## config.mk

```make
export PLATFORM = sky130hd
export DESIGN_NAME = mem_responder
export DESIGN_NICKNAME = d
export VERILOG_FILES = /design/src/rtl/mem_pkg.sv /design/src/rtl/ram_1p.sv /design/src/rtl/mem_responder.sv
export SDC_FILE = /design/constraint.sdc
export NUM_CORES = 2
export LEC_CHECK = 0
export BUFFER_PORTS_ARGS = -buffer_cell sky130_fd_sc_hd__buf_2
export CORE_UTILIZATION = 41
export DETAILED_ROUTE_END_ITERATION = 10
export GPL_TIMING_DRIVEN = 0
export SLEW_MARGIN = 20
export SYNTH_ARGS = -nofsm -noshare
export SYNTH_HDL_FRONTEND = slang
export SYNTH_SLANG_ARGS = --single-unit
```

## constraint.sdc

```tcl
create_clock -name clk -period 10.6 [get_ports clk]
set_input_delay 2.65 -clock clk [delete_from_list [all_inputs] [get_ports clk]]
set_output_delay 2.65 -clock clk [all_outputs]
set_load 0.02 [all_outputs]
```

## src/rtl/mem_pkg.sv

```systemverilog
// rtl/mem_pkg.sv - shared command codes, FSM states and I/O window addresses for mem_responder
package mem_pkg;

  localparam logic [1:0] MEM_NONE    = 2'b00;
  localparam logic [1:0] MEM_READ    = 2'b01;
  localparam logic [1:0] MEM_WRITE   = 2'b10;
  localparam logic [1:0] MEM_ILLEGAL = 2'b11;

  typedef enum logic {
    INIT = 1'b0,
    IDLE = 1'b1
  } mem_state_t;

  localparam logic [8:0] SW_ADDR_DEF  = 9'h100;
  localparam logic [8:0] LED_ADDR_DEF = 9'h140;

endpackage

```

## src/rtl/ram_1p.sv

```systemverilog
// rtl/ram_1p.sv - single-port RAM, synchronous write, registered read held while re is low
module ram_1p #(
  parameter int DEPTH = 256,
  parameter int AW    = 8,
  parameter int DW    = 16
) (
  input  logic          clk,
  input  logic          we,
  input  logic          re,
  input  logic [AW-1:0] addr,
  input  logic [DW-1:0] wdata,
  output logic [DW-1:0] q
);

  logic [DW-1:0] mem [DEPTH];

  // Contents are deliberately unreset; the owner clears them with a sweep.
  always_ff @(posedge clk) begin
    if (we) begin
      mem[addr] <= wdata;
    end
    if (re) begin
      q <= mem[addr];
    end
  end

endmodule

```

## src/rtl/mem_responder.sv

```systemverilog
// rtl/mem_responder.sv - CPU memory responder: cleared RAM plus switch/LED I/O window
module mem_responder
  import mem_pkg::*;
#(
  parameter int         DEPTH    = 256,
  parameter logic [8:0] SW_ADDR  = SW_ADDR_DEF,
  parameter logic [8:0] LED_ADDR = LED_ADDR_DEF
) (
  input  logic        clk,
  input  logic        reset_n,
  input  logic [1:0]  mem_cmd,
  input  logic [8:0]  mem_addr,
  input  logic [15:0] write_data,
  output logic [15:0] read_data,
  output logic        mem_ack,
  output logic        ready,
  input  logic [7:0]  sw,
  output logic [7:0]  led,
  output logic        cmd_err
);

  localparam logic [8:0] CLR_LAST = 9'(DEPTH - 1);

  mem_state_t  state;
  logic [8:0]  clr_idx;
  logic [7:0]  sw_meta;
  logic [7:0]  sw_sync;
  logic [15:0] io_data;
  logic        src_ram;
  logic [15:0] ram_q;

  logic        do_read;
  logic        do_write;
  logic        illegal;
  logic        is_ram;
  logic        is_sw;
  logic        is_led;
  logic        ram_we;
  logic        ram_re;
  logic [7:0]  ram_addr;
  logic [15:0] ram_wdata;

  assign is_ram = ~mem_addr[8];
  assign is_sw  = (mem_addr == SW_ADDR);
  assign is_led = (mem_addr == LED_ADDR);

  always_comb begin
    do_read  = 1'b0;
    do_write = 1'b0;
    illegal  = 1'b0;
    if (ready) begin
      case (mem_cmd)
        MEM_NONE:  ;
        MEM_READ:  do_read  = 1'b1;
        MEM_WRITE: do_write = 1'b1;
        default:   illegal  = 1'b1;
      endcase
    end
  end

  // The clear sweep owns the RAM write port until the FSM reaches IDLE.
  always_comb begin
    ram_we    = 1'b0;
    ram_addr  = mem_addr[7:0];
    ram_wdata = write_data;
    if (state == INIT) begin
      ram_we    = 1'b1;
      ram_addr  = clr_idx[7:0];
      ram_wdata = 16'h0000;
    end else if (do_write && is_ram) begin
      ram_we = 1'b1;
    end
  end

  assign ram_re = do_read & is_ram;

  ram_1p #(
    .DEPTH (DEPTH),
    .AW    (8),
    .DW    (16)
  ) u_ram (
    .clk   (clk),
    .we    (ram_we),
    .re    (ram_re),
    .addr  (ram_addr),
    .wdata (ram_wdata),
    .q     (ram_q)
  );

  always_ff @(posedge clk or negedge reset_n) begin
    if (!reset_n) begin
      sw_meta <= 8'h00;
      sw_sync <= 8'h00;
    end else begin
      sw_meta <= sw;
      sw_sync <= sw_meta;
    end
  end

  always_ff @(posedge clk or negedge reset_n) begin
    if (!reset_n) begin
      state   <= INIT;
      clr_idx <= 9'd0;
      ready   <= 1'b0;
      led     <= 8'h00;
      cmd_err <= 1'b0;
      mem_ack <= 1'b0;
      io_data <= 16'h0000;
      src_ram <= 1'b0;
    end else begin
      mem_ack <= do_read | do_write;
      if (illegal) begin
        cmd_err <= 1'b1;
      end
      if (do_write && is_led) begin
        led <= write_data[7:0];
      end
      // Non-RAM reads are captured here; RAM reads come from the RAM's own output register.
      if (do_read) begin
        src_ram <= is_ram;
        io_data <= is_sw ? {8'h00, sw_sync} : 16'h0000;
      end
      case (state)
        INIT: begin
          clr_idx <= clr_idx + 9'd1;
          if (clr_idx == CLR_LAST) begin
            state <= IDLE;
            ready <= 1'b1;
          end
        end
        IDLE: ready <= 1'b1;
      endcase
    end
  end

  assign read_data = src_ram ? ram_q : io_data;

endmodule

```

==> impl_metrics.ini <==
[grt]
antenna_found_initial = 35
grt_pass1_wl_um = 659100
grt_pass1_vias = 81550
track_usage = 0.2442
use_met3 = 0.06108
use_met2 = 0.3750
grt_max_degree = 73
grt.busiest_layer = met2
met1_usage = 0.3313
grt_overflow_total = 0

[synth]
ys_seq_elements = 4158
syn_nets = 7428
ys_warn_count = 0
synth_top_flop_cell = edfxtp_1
avgSynthCellArea_um2 = 21.48
synth_top_area_cell = edfxtp_1
synth.distinct_cells = 44
synth_edf_count = 4112
yosysTopAreaCellShare = 0.7779
synth_area_leaders = edfxtp_1 78%, mux4_2 15%, nand2_1 2.5%, a41oi_1 1.4%, dfrtp_1 0.73%
syn_area_um2 = 158700
postSynth.asyncResetShare = 0.01106
ys_seq_area_frac = 0.7852
postSynthCellCount = 7389

[setup_path]
critPathMaxStageDelay_ns = 0.93
cp-start-kind = primary input
cp_max_fo = 11
required_ns = 11.17
crit_chain = buf_2 -> mux2_2 -> buf_2 -> buf_2 -> buf_2 -> clkbuf_1 -> mux4_2 -> nand2_1 -> a41oi_1 -> o41ai_2 -> o2111ai_1
arrival_ns = 8.03
worst-path-buf-inv = 5
cpMostUsedCell = buf_2
cp-end-kind = flop
crit_family = buffers and inverters
critPathKind = in -> reg
critical_path.slowest_cell = o41ai_2

[clock_network]
cts_tree = done
clk_path_buf_depth = 4
ctsHoldBuffers = 0
cts-resized-gates = 0
root_buffer = clkbuf_16
cts_htree_levels = 5
numCtsBuffers = 419
cts_setup_buffers = 0
clkTransAtPathRegs_ns = 0.06
cts.sinks = 4158
clk_latency_ns = 1.02

[floorplan]
dieArea_um2 = 389600
rows = 228
core_um2 = 385400
fp.dieW_um = 624.2
die_y_um = 624.2
initial_utilization = 0.4118
ios = 64

[timing]
clock_skew_ns = 0.08857
slew_violations = 0
fin_crit_ns = 7.460
finalHoldViolCount = 0
min_period_over_period = 0.7038
rsz0062_at_grt = no
worstMarginPinSlew_ns = 1.319
fmax_mhz = 134.0
setup_viol_count_final = 0
max_slew_margin = 0.1089

[power_and_ir_drop]
p_leak_nw = 48.18
ir_worst_vdd_mv = 0.1812
p_per_area_nw_per_um2 = 174.6

[finish]
final_nets = 8263
fill_cells = 31030
utilization = 0.4830
synthToLayoutAreaGrowth_pct = 17.27
layout-drive-gt1-share = 0.3047
instances_no_fill = 13780

[detailed_routing]
wl_per_cell_um = 34.88
viasPerCell = 5.914
drt-pass1-iter-count = 6
final_antenna_net_count = 0
vias = 81500
drt_iter0_drc = 11810
routed_wirelength_um = 480600
drc_errors = 0

[placed_design]
dp_hpwl_um = 336300
io_buffers = 63
dp_cells = 12980
place_congestion = 0.9792

[run]
drv_cap = 0

[outcome]
outcome = finished clean

[worst_hold_path]
hold_path_class = reg -> reg
## through the flow
step	hold WS [ns]	cell area [um^2]	power, mW	worst slack, ns	setup TNS (ns)
detailed placement	0.3371	172500	18.15	2.467	0
CTS	0.3481	186000	32.61	3.536	0
finish	0.3511	186100	32.51	3.140	0
floorplan	0.3312	158700	18.14	3.856	0
global placement	0.3364	165500	18.15	-2.225	-6218.29
global route	0.3506	186100	33.17	3.439	0
## worst register-to-register path: stages (launching register included)
cell       delay, ns
dfrtp_1         0.43
buf_2           0.21
mux2_2          0.28
buf_2           0.20
buf_2           0.65
buf_2           0.70
clkbuf_1        0.79
mux4_2          0.44
nand2_1         0.14
a41oi_1         0.56
o41ai_2         0.93
o2111ai_1       0.63
## metal layers
layer,part of all wire,vias to the layer above
li1,-,32350
met1,0.38,43760
met2,0.46,4516
met3,0.11,860
met4,0.052,14
met5,0.00023,-
## Yosys cell counts (18+ instances only)
cell type  number
mux2_2         18
and2_1         25
buf_1          51
nor2_1        270
a41oi_1       256
mux4_2       1024
buf_2          64
nand2_1      1062
buf_6          69
clkbuf_1      225
dfrtp_1        46
edfxtp_1     4112
o41ai_1        48
## power breakdown
part / internal [mW] / switching, mW / total [mW]
Clock: 8.32 / 6.39 / 14.7
Combinational: 0.00545 / 0.0114 / 0.0169
Sequential: 17.8 / 0.000991 / 17.8
## area by class of cell
class / instances / area, um^2 / area share
Clock inverter: 261 / 2467 / 0.01326
Tap cell: 5175 / 6475 / 0.03478
Antenna cell: 24 / 60.06 / 0.0003226
Sequential cell: 4158 / 124600 / 0.6695
Buffer: 425 / 2342 / 0.01258
Inverter: 7 / 26.28 / 0.0001412
Multi-Input combinational cell: 2799 / 33180 / 0.1782
Clock buffer: 518 / 11070 / 0.05949
Timing Repair Buffer: 414 / 5892 / 0.03165
## cells in the final DEF, fill, tap and decap left out, drive strengths merged, types with 3 or more instances in the layout
| cell type | n |
|---|---|
| edfxtp | 4112 |
| nand2 | 1062 |
| mux4 | 1024 |
| clkbuf | 743 |
| buf | 614 |
| nor2 | 270 |
| a41oi | 256 |
| clkinv | 194 |
| o41ai | 48 |
| dfrtp | 46 |
| bufinv | 36 |
| and2 | 25 |
| diode | 24 |
| inv | 21 |
| mux2 | 19 |
| clkinvlp | 17 |
| o2111ai | 16 |
| nor4 | 16 |
| a22o | 9 |
| nand3 | 6 |
| xnor2 | 5 |
| a32o | 4 |
| or2 | 4 |
| nor3 | 3 |
| nand2b | 3 |
| xor2 | 3 |
## registers in the layout (all words and copies together), names as in the netlist
signal,count
state,1
u_ram.q,16
cmd_err,1
mem_ack,1
src_ram,1
clr_idx,9
sw_sync,8
ready,1
led,8
io_data,8
sw_meta,8
u_ram.mem,4096
## worst paths after layout
check	from	end	slack (ns)	cells after the start
hold reg to reg	sw_meta[5]$_DFF_PN0_	sw_sync[5]$_DFF_PN0_	0.35	0
setup reg to reg	state$_DFF_PN0_	u_ram.q[2]$_DFFE_PP_	4.20	11
setup / recovery	mem_addr[1]	u_ram.q[2]$_DFFE_PP_	3.14	11
max in group asynchronous	reset_n	led[2]$_DFFE_PN0P_	8.49	1
hold / removal	sw_meta[5]$_DFF_PN0_	sw_sync[5]$_DFF_PN0_	0.35	0
min in group asynchronous	reset_n	clr_idx[7]$_DFFE_PN0N_	1.67	1
## kinds of logic (layout without fill, tap and decap cells)
| logic type | after synthesis | count (layout) | share of synthesized area |
|---|---|---|---|
| mux | 1045 | 1045 | 0.1468 |
| xor+xnor | 8 | 8 | 0.0004414 |
| flops | 4158 | 4158 | 0.7852 |
| compound gates | 347 | 347 | 0.01904 |
| simple gates | 1397 | 1397 | 0.03402 |
| other cells | 0 | 24 | 0 |
| buf+inv | 432 | 1625 | 0.01436 |
| fa+ha+maj | 2 | 2 | 0.0001576 |
Note: power is estimated with default switching activity, not from simulation.
